$ cat config.mk
export PLATFORM = sky130hd
export DESIGN_NAME = alu_seq_flat
export DESIGN_NICKNAME = d
export VERILOG_FILES = /design/src/rtl/alu_pkg.sv /design/src/rtl/alu_seq_if.sv /design/src/rtl/alu_seq.sv /design/src/flat_wrapper.sv
export SDC_FILE = /design/constraint.sdc
export NUM_CORES = 1
export LEC_CHECK = 0
export CORE_MARGIN = 2
export CORE_UTILIZATION = 34
export DETAILED_ROUTE_END_ITERATION = 8
export GPL_TIMING_DRIVEN = 1
export PLACE_DENSITY = 0.71
export SYNTH_ARGS = -nofsm -noshare
export SYNTH_HDL_FRONTEND = slang
export SYNTH_SLANG_ARGS = --single-unit
$ cat constraint.sdc
create_clock -name clk -period 1.4 [get_ports clk]
set_clock_uncertainty 0.2 [all_clocks]
set_input_delay 0.14 -clock clk [delete_from_list [all_inputs] [get_ports clk]]
set_output_delay 0.14 -clock clk [all_outputs]
set_load 0.02 [all_outputs]
$ cat src/rtl/alu_pkg.sv
// alu_pkg: definitions shared by the ALU issue/capture stage and its neighbours.
//   - ALU_W / ALU_OPW : default operand and op-code widths of the downstream ALU
//   - ALU_ADD..ALU_EQ : ALU op-code constants
//   - state_t         : issue/capture FSM state encoding
//   - op_writes_acc   : which op codes update the accumulator
package alu_pkg;

    localparam int ALU_W   = 4;
    localparam int ALU_OPW = 3;

    localparam logic [2:0] ALU_ADD = 3'b000;
    localparam logic [2:0] ALU_SUB = 3'b001;
    localparam logic [2:0] ALU_NOT = 3'b010;
    localparam logic [2:0] ALU_AND = 3'b011;
    localparam logic [2:0] ALU_OR  = 3'b100;
    localparam logic [2:0] ALU_XOR = 3'b101;
    localparam logic [2:0] ALU_LT  = 3'b110;
    localparam logic [2:0] ALU_EQ  = 3'b111;

    typedef enum logic [1:0] {
        ST_IDLE = 2'd0,
        ST_EXEC = 2'd1,
        ST_HOLD = 2'd2
    } state_t;

    // Compare ops produce flags, not data, so they must not clobber the accumulator.
    function automatic logic op_writes_acc(input logic [2:0] op);
        return (op <= ALU_XOR);
    endfunction

endpackage

$ cat src/rtl/alu_seq_if.sv
// alu_seq_if: request and response handshakes of the ALU issue/capture stage.
//   request : in_valid/in_ready, in_op, in_a, in_b, in_acc
//   response: out_valid/out_ready, out_res, out_car, out_of, out_zero
//   slave modport is used by alu_seq, master modport by the producer/consumer side.
interface alu_seq_if #(
    parameter int W   = 4,
    parameter int OPW = 3
);
    logic           in_valid;
    logic           in_ready;
    logic [OPW-1:0] in_op;
    logic [W-1:0]   in_a;
    logic [W-1:0]   in_b;
    logic           in_acc;

    logic           out_valid;
    logic           out_ready;
    logic [W-1:0]   out_res;
    logic           out_car;
    logic           out_of;
    logic           out_zero;

    modport slave (
        input  in_valid, in_op, in_a, in_b, in_acc, out_ready,
        output in_ready, out_valid, out_res, out_car, out_of, out_zero
    );

    modport master (
        output in_valid, in_op, in_a, in_b, in_acc, out_ready,
        input  in_ready, out_valid, out_res, out_car, out_of, out_zero
    );
endinterface

$ cat src/rtl/alu_seq.sv
// alu_seq: issue/capture stage in front of the combinational ALU.
//   clk, rst (sync, active high)
//   bus      : request/response handshakes (alu_seq_if.slave)
//   alu_a/alu_b/alu_ctrl : registered operands and op code driven to the ALU
//   alu_res/alu_car/alu_of : ALU outputs, captured at the end of EXEC
//   acc      : accumulator (last non-compare result)
//   op_cnt   : delivered-result counter, wraps modulo 2^CNTW
//   busy     : FSM is not IDLE
module alu_seq
    import alu_pkg::*;
#(
    parameter int W    = ALU_W,
    parameter int OPW  = ALU_OPW,
    parameter int CNTW = 8
) (
    input  logic            clk,
    input  logic            rst,
    alu_seq_if.slave        bus,
    output logic [W-1:0]    alu_a,
    output logic [W-1:0]    alu_b,
    output logic [OPW-1:0]  alu_ctrl,
    input  logic [W-1:0]    alu_res,
    input  logic            alu_car,
    input  logic            alu_of,
    output logic [W-1:0]    acc,
    output logic [CNTW-1:0] op_cnt,
    output logic            busy
);

    state_t          state_q, state_d;
    logic [W-1:0]    alu_a_q, alu_a_d;
    logic [W-1:0]    alu_b_q, alu_b_d;
    logic [OPW-1:0]  alu_ctrl_q, alu_ctrl_d;
    logic [W-1:0]    out_res_q, out_res_d;
    logic            out_car_q, out_car_d;
    logic            out_of_q, out_of_d;
    logic            out_zero_q, out_zero_d;
    logic            out_valid_q, out_valid_d;
    logic [W-1:0]    acc_q, acc_d;
    logic [CNTW-1:0] op_cnt_q, op_cnt_d;
    logic            in_ready_s;
    logic            take_s;
    logic [W-1:0]    op_a_s;

    // Ready: free in IDLE, or in HOLD when the held result leaves this same cycle.
    always_comb begin
        in_ready_s = (state_q == ST_IDLE) || ((state_q == ST_HOLD) && bus.out_ready);
        take_s     = bus.in_valid && in_ready_s;
        op_a_s     = bus.in_acc ? acc_q : bus.in_a;
    end

    // Next-state and datapath updates for the IDLE/EXEC/HOLD sequence.
    always_comb begin
        state_d     = state_q;
        alu_a_d     = alu_a_q;
        alu_b_d     = alu_b_q;
        alu_ctrl_d  = alu_ctrl_q;
        out_res_d   = out_res_q;
        out_car_d   = out_car_q;
        out_of_d    = out_of_q;
        out_zero_d  = out_zero_q;
        out_valid_d = out_valid_q;
        acc_d       = acc_q;
        op_cnt_d    = op_cnt_q;
        case (state_q)
            ST_IDLE: begin
                if (take_s) begin
                    alu_a_d    = op_a_s;
                    alu_b_d    = bus.in_b;
                    alu_ctrl_d = bus.in_op;
                    state_d    = ST_EXEC;
                end else begin
                    state_d    = ST_IDLE;
                end
            end
            ST_EXEC: begin
                // ALU inputs have been stable for the whole cycle; sample its outputs.
                out_res_d   = alu_res;
                out_car_d   = alu_car;
                out_of_d    = alu_of;
                out_zero_d  = (alu_res == {W{1'b0}});
                out_valid_d = 1'b1;
                if (op_writes_acc(alu_ctrl_q)) begin
                    acc_d = alu_res;
                end else begin
                    acc_d = acc_q;
                end
                state_d = ST_HOLD;
            end
            ST_HOLD: begin
                if (bus.out_ready) begin
                    out_valid_d = 1'b0;
                    op_cnt_d    = op_cnt_q + {{(CNTW-1){1'b0}}, 1'b1};
                    if (take_s) begin
                        // acc already holds the delivered result, so chaining works here.
                        alu_a_d    = op_a_s;
                        alu_b_d    = bus.in_b;
                        alu_ctrl_d = bus.in_op;
                        state_d    = ST_EXEC;
                    end else begin
                        state_d    = ST_IDLE;
                    end
                end else begin
                    state_d = ST_HOLD;
                end
            end
            default: begin
                out_valid_d = 1'b0;
                state_d     = ST_IDLE;
            end
        endcase
    end

    // State and datapath registers with synchronous reset.
    always_ff @(posedge clk) begin
        if (rst) begin
            state_q     <= ST_IDLE;
            alu_a_q     <= {W{1'b0}};
            alu_b_q     <= {W{1'b0}};
            alu_ctrl_q  <= {OPW{1'b0}};
            out_res_q   <= {W{1'b0}};
            out_car_q   <= 1'b0;
            out_of_q    <= 1'b0;
            out_zero_q  <= 1'b0;
            out_valid_q <= 1'b0;
            acc_q       <= {W{1'b0}};
            op_cnt_q    <= {CNTW{1'b0}};
        end else begin
            state_q     <= state_d;
            alu_a_q     <= alu_a_d;
            alu_b_q     <= alu_b_d;
            alu_ctrl_q  <= alu_ctrl_d;
            out_res_q   <= out_res_d;
            out_car_q   <= out_car_d;
            out_of_q    <= out_of_d;
            out_zero_q  <= out_zero_d;
            out_valid_q <= out_valid_d;
            acc_q       <= acc_d;
            op_cnt_q    <= op_cnt_d;
        end
    end

    assign bus.in_ready  = in_ready_s;
    assign bus.out_valid = out_valid_q;
    assign bus.out_res   = out_res_q;
    assign bus.out_car   = out_car_q;
    assign bus.out_of    = out_of_q;
    assign bus.out_zero  = out_zero_q;
    assign alu_a         = alu_a_q;
    assign alu_b         = alu_b_q;
    assign alu_ctrl      = alu_ctrl_q;
    assign acc           = acc_q;
    assign op_cnt        = op_cnt_q;
    assign busy          = (state_q != ST_IDLE);

endmodule
$ cat src/flat_wrapper.sv
// flat-port wrapper written by rule: the top's interface ports become plain ports
module alu_seq_flat import alu_pkg::*;
#(
    parameter int W    = ALU_W,
    parameter int OPW  = ALU_OPW,
    parameter int CNTW = 8
)
  (clk, rst, alu_a, alu_b, alu_ctrl, alu_res, alu_car, alu_of, acc, op_cnt, busy, bus_in_valid, bus_in_op, bus_in_a, bus_in_b, bus_in_acc, bus_out_ready, bus_in_ready, bus_out_valid, bus_out_res, bus_out_car, bus_out_of, bus_out_zero);
  alu_seq_if #(.W(W), .OPW(OPW)) bus_i ();
  input  logic clk;
  input  logic rst;
  output logic [W-1:0] alu_a;
  output logic [W-1:0] alu_b;
  output logic [OPW-1:0] alu_ctrl;
  input  logic [W-1:0] alu_res;
  input  logic alu_car;
  input  logic alu_of;
  output logic [W-1:0] acc;
  output logic [CNTW-1:0] op_cnt;
  output logic busy;
  input wire logic [$bits(bus_i.in_valid)-1:0] bus_in_valid;
  input wire logic [$bits(bus_i.in_op)-1:0] bus_in_op;
  input wire logic [$bits(bus_i.in_a)-1:0] bus_in_a;
  input wire logic [$bits(bus_i.in_b)-1:0] bus_in_b;
  input wire logic [$bits(bus_i.in_acc)-1:0] bus_in_acc;
  input wire logic [$bits(bus_i.out_ready)-1:0] bus_out_ready;
  output wire logic [$bits(bus_i.in_ready)-1:0] bus_in_ready;
  output wire logic [$bits(bus_i.out_valid)-1:0] bus_out_valid;
  output wire logic [$bits(bus_i.out_res)-1:0] bus_out_res;
  output wire logic [$bits(bus_i.out_car)-1:0] bus_out_car;
  output wire logic [$bits(bus_i.out_of)-1:0] bus_out_of;
  output wire logic [$bits(bus_i.out_zero)-1:0] bus_out_zero;
  assign bus_i.in_valid = bus_in_valid;
  assign bus_i.in_op = bus_in_op;
  assign bus_i.in_a = bus_in_a;
  assign bus_i.in_b = bus_in_b;
  assign bus_i.in_acc = bus_in_acc;
  assign bus_i.out_ready = bus_out_ready;
  assign bus_in_ready = bus_i.in_ready;
  assign bus_out_valid = bus_i.out_valid;
  assign bus_out_res = bus_i.out_res;
  assign bus_out_car = bus_i.out_car;
  assign bus_out_of = bus_i.out_of;
  assign bus_out_zero = bus_i.out_zero;
  alu_seq #(.W(W), .OPW(OPW), .CNTW(CNTW)) u_core (.clk(clk), .rst(rst), .bus(bus_i), .alu_a(alu_a), .alu_b(alu_b), .alu_ctrl(alu_ctrl), .alu_res(alu_res), .alu_car(alu_car), .alu_of(alu_of), .acc(acc), .op_cnt(op_cnt), .busy(busy));
endmodule
==> Flow_metrics.wiki <==
{| class="wikitable"
! Metric !! Value
|-
| Htree depth || 2
|-
| Number of CTS-inserted buffers || 5
|-
| Number of max-slew violations in the final report || 0
|-
| Post-placement setup slack || -0.492 ns
|-
| Ratio of total power to cell area || 921 mW/mm²
|-
| Max Cap Violations || 0
|-
| Count of hold-fix buffers inserted at cts || 0
|-
| Endpoint of the worst hold-timing path || u_core.state_q[1]
|-
| Clock input transition at the sequential cells of the worst setup and hold paths || 0.07 ns
|-
| Clock latency on the worst-skew pair || 0.28 ns
|-
| Cell Int Power || 1.58 mW
|-
| Violations in the final reports || setup timing
|-
| Number of diodes added for antenna fixing || 0
|-
| Required time at the worst-slack endpoint || 1.42 ns
|-
| CTS Sinks || 33
|-
| Minimum setup slack in the final design || -0.0758 ns
|-
| Maximum VDD drop || 492 µV
|-
| Crit-path cells || buf_6 -> nand4b_4 -> or4_1 -> a21oi_2
|-
| Setup Total Neg Slack || -0.226 ns
|-
| Class of the most critical setup path || flip-flop to flip-flop
|-
| Post-detailed-placement half-perimeter wirelength || 2640 µm
|-
| Post-synth EDFFs || 0
|-
| Switching Power || 560 µW
|-
| Maximum operating frequency || 678 MHz
|-
| Number of nets at the end of the flow || 262
|-
| Logic pwr share || 19.4%
|-
| CP Buf/Inv Count || 1
|-
| Top fanout value on the critical path || 5
|-
| Critical Path Slowest Stage Cell || or4_1
|-
| Netlist area before placement || 0.00137 mm²
|-
| Share of power burned in the clock network || 33.7%
|-
| TritonCTS clock tree || yes
|-
| Vias || 1455
|-
| Sort of element at the start of the critical path || flip-flop
|-
| Number of placed I/O pins || 55
|-
| Number of remaining DRC errors || 0
|-
| Reg2Reg Depth || 4
|-
| Sequential Power Share || 46.9%
|-
| Aggregate routed wire length || 3850 µm
|-
| Root Driver || clkbuf_8
|-
| Unique masters post-synth || 29
|-
| Startpoint of the tightest hold check path || bus_out_ready
|-
| RSZ-0062 raised after global routing || yes
|-
| Worst reg2reg startpoint || u_core.state_q[0]
|-
| Tightest hold margin || 0.196 ns
|-
| Residual overflow from global routing || 0
|-
| Die width || 67.4 µm
|-
| Net count after synthesis || 180
|-
| Multi-input logic area || 743 µm²
|-
| Worst path max stage delay || 0.43 ns
|-
| Layout cells sized above 1 || 28.0%
|-
| Core utilization of the finished layout || 59.1%
|-
| DRT antenna net count || 0
|-
| Largest delay share family, worst path || simple AND/OR/NAND/NOR gates
|-
| P_leak || 1.02 nW
|-
| Number of buffers on the longest clock path || 2
|-
| Final critical-path required period || 1.48 ns
|-
| Area overhead of the layout relative to synthesis || 70.4%
|-
| Final Wtd Congestion || 0.736
|-
| DRT Pass-1 Iters || 4
|-
| Floorplan die area || 0.00454 mm²
|-
| Sequential-to-total area share from yosys stat || 48.4%
|-
| Register Area || 679 µm²
|-
| Vias in the first global route || 1315
|-
| Total global routing track utilization || 17.6%
|-
| Number of non-filler instances in the completed layout || 289
|-
| Worst hold stages || 3
|-
| Pin count of the biggest net entering global routing || 23
|-
| Die Span Y || 67.4 µm
|-
| Critical Path Sink Type || flip-flop
|-
| Post-synth ARST share || 0%
|-
| Worst slew margin relative to its limit || 79.4%
|-
| Post-Syn Area per Cell || 8.70 µm²
|-
| Total number of placement rows || 23
|-
| Internal reg-to-reg setup slack || -0.08 ns
|-
| Prevailing post-synth register cell || dfxtp_1
|-
| Number of hold-slack violations in the final timing report || 0
|-
| Outcome || finished with violations
|-
| Post-synthesis instance total || 157
|-
| Slew of the pin with the lowest slew margin || 0.307 ns
|-
| Net Sw Frac || 26.1%
|-
| Signal arrival time at the worst endpoint || 1.49 ns
|-
| Seq cells post-synth || 33
|-
| Share of the cycle needed by the critical path after routing || 105%
|-
| Via density || 5.03
|-
| Final setup fails || 6
|-
| Count of routing violations after the opening detailed-route iteration || 80
|-
| Port-buffer cells || 54
|-
| Global-route wire length before repair || 6040 µm
|-
| Number of fill cells || 367
|-
| Number of warnings printed during yosys synthesis || 0
|-
| Worst reg2reg path endpoint || u_core.op_cnt[5]
|-
| Floorplan core area || 0.00394 mm²
|-
| Initial antenna violation count || 0
|-
| DR WL/cell || 13.3 µm
|-
| Hold WC Path Type || input port to flip-flop
|-
| Initial core utilization || 34.7%
|-
| Count of placed standard cells including taps || 274
|}
## power groups by stage
stage	clock network (mW)	logic [mW]	registers, mW
detailed placement	0	0.404	1.02
CTS	0.740	0.384	1.00
global route	0.779	0.447	1.01
global placement	0	0.399	1.02
floorplan	0	0.129	1.07
finish	0.723	0.417	1.00
## synth_stat cells, drive strengths merged, types with 2 or more instances
| master | number | area, µm² |
|---|---|---|
| o21ai | 14 | 70.1 |
| nand4b | 2 | 32.5 |
| buf | 6 | 28.8 |
| a311oi | 4 | 35.0 |
| nor2 | 4 | 15.0 |
| nor2b | 3 | 18.8 |
| mux2i | 5 | 50.1 |
| nand3 | 11 | 55.1 |
| a21oi | 28 | 140 |
| nand2 | 19 | 71.3 |
| nand2b | 3 | 18.8 |
| o31ai | 2 | 15.0 |
| nand4 | 2 | 12.5 |
| dfxtp | 33 | 661 |
| or3 | 3 | 22.5 |
| clkbuf | 5 | 18.8 |
| xor2 | 2 | 17.5 |
| or4 | 2 | 15.0 |
## registers in the layout (all words and copies together), names as in the netlist
register              flops
u_core.bus.out_zero       1
u_core.state_q            2
u_core.bus.out_car        1
u_core.acc                4
u_core.alu_a              4
u_core.bus.out_of         1
u_core.alu_b              4
u_core.bus.out_res        4
u_core.op_cnt             8
u_core.alu_ctrl           3
u_core.bus.out_valid      1
## worst max path at each step
stage | start | to | cells past startpoint
finish | u_core.state_q[0] | u_core.op_cnt[5] | 4
global placement | bus_out_ready | u_core.op_cnt[4] | 5
global route | u_core.state_q[0] | u_core.op_cnt[5] | 4
floorplan | u_core.op_cnt[1] | u_core.op_cnt[6] | 4
detailed placement | bus_out_ready | u_core.op_cnt[4] | 5
CTS | u_core.state_q[0] | u_core.op_cnt[5] | 4
## timing repair
action / in CTS / in global routing
cloned: 1 / 3
setup endpoints to repair: 49 / 24
buffers inserted: 0 / 4
pin swaps: 5 / 4
gates resized for setup: 52 / 22
## per-stage QoR
stage | power [mW] | cell area [µm²]
after global placement | 1.42 | 2140
final | 2.14 | 2330
after floorplan | 1.20 | 1400
after CTS | 2.13 | 2230
after detailed placement | 1.43 | 2140
after global routing | 2.24 | 2330
## area by class of cell
class	instances	share of cell area [%]
clock buffer	7	3.71
tap	50	2.69
timing repair buffer	85	32.5
sequential	33	29.2
multi-input combinational	114	31.9
## per-layer routing
layer	wire (µm)	global-route usage, %
met1	1740	22.0
met2	1910	29.5
met3	161	4.17
met4	42	6.12
met5	0	0
## cell usage in the layout, fill, tap and decap left out, types with 2 or more instances in the layout
master / n
a21oi_1: 23
a21oi_2: 5
a311oi_1: 3
buf_2: 2
buf_4: 25
buf_6: 5
clkbuf_8: 6
clkdlybuf4s15_1: 2
clkdlybuf4s50_1: 20
dfxtp_1: 24
dfxtp_2: 6
dfxtp_4: 3
dlygate4sd2_1: 30
mux2i_1: 5
nand2_1: 19
nand2b_2: 3
nand3_1: 11
nand4_1: 2
nor2_1: 4
nor2b_1: 2
o21ai_0: 10
o21ai_1: 4
o31ai_1: 2
or3_4: 3
xor2_1: 2
## worst register-to-register path, stage by stage, from the launching register on
cell	delay, ns
dfxtp_2	0.33
buf_6	0.12
nand4b_4	0.19
or4_1	0.43
a21oi_2	0.13
## kinds of logic (layout without fill, tap and decap cells)
kind of cell / count (synthesis) / count (layout) / synth area share, %
multiplexers: 5 / 5 / 3.66
AND/OR/NAND/NOR: 56 / 57 / 22.7
flip-flops: 33 / 33 / 48.4
AO/OA/AOI/OAI: 49 / 49 / 19.6
adder cells (fa/ha/maj): 1 / 1 / 0.916
buffers and inverters: 11 / 92 / 3.48
XOR/XNOR: 2 / 2 / 1.28
(Power assumes the default switching activity.)
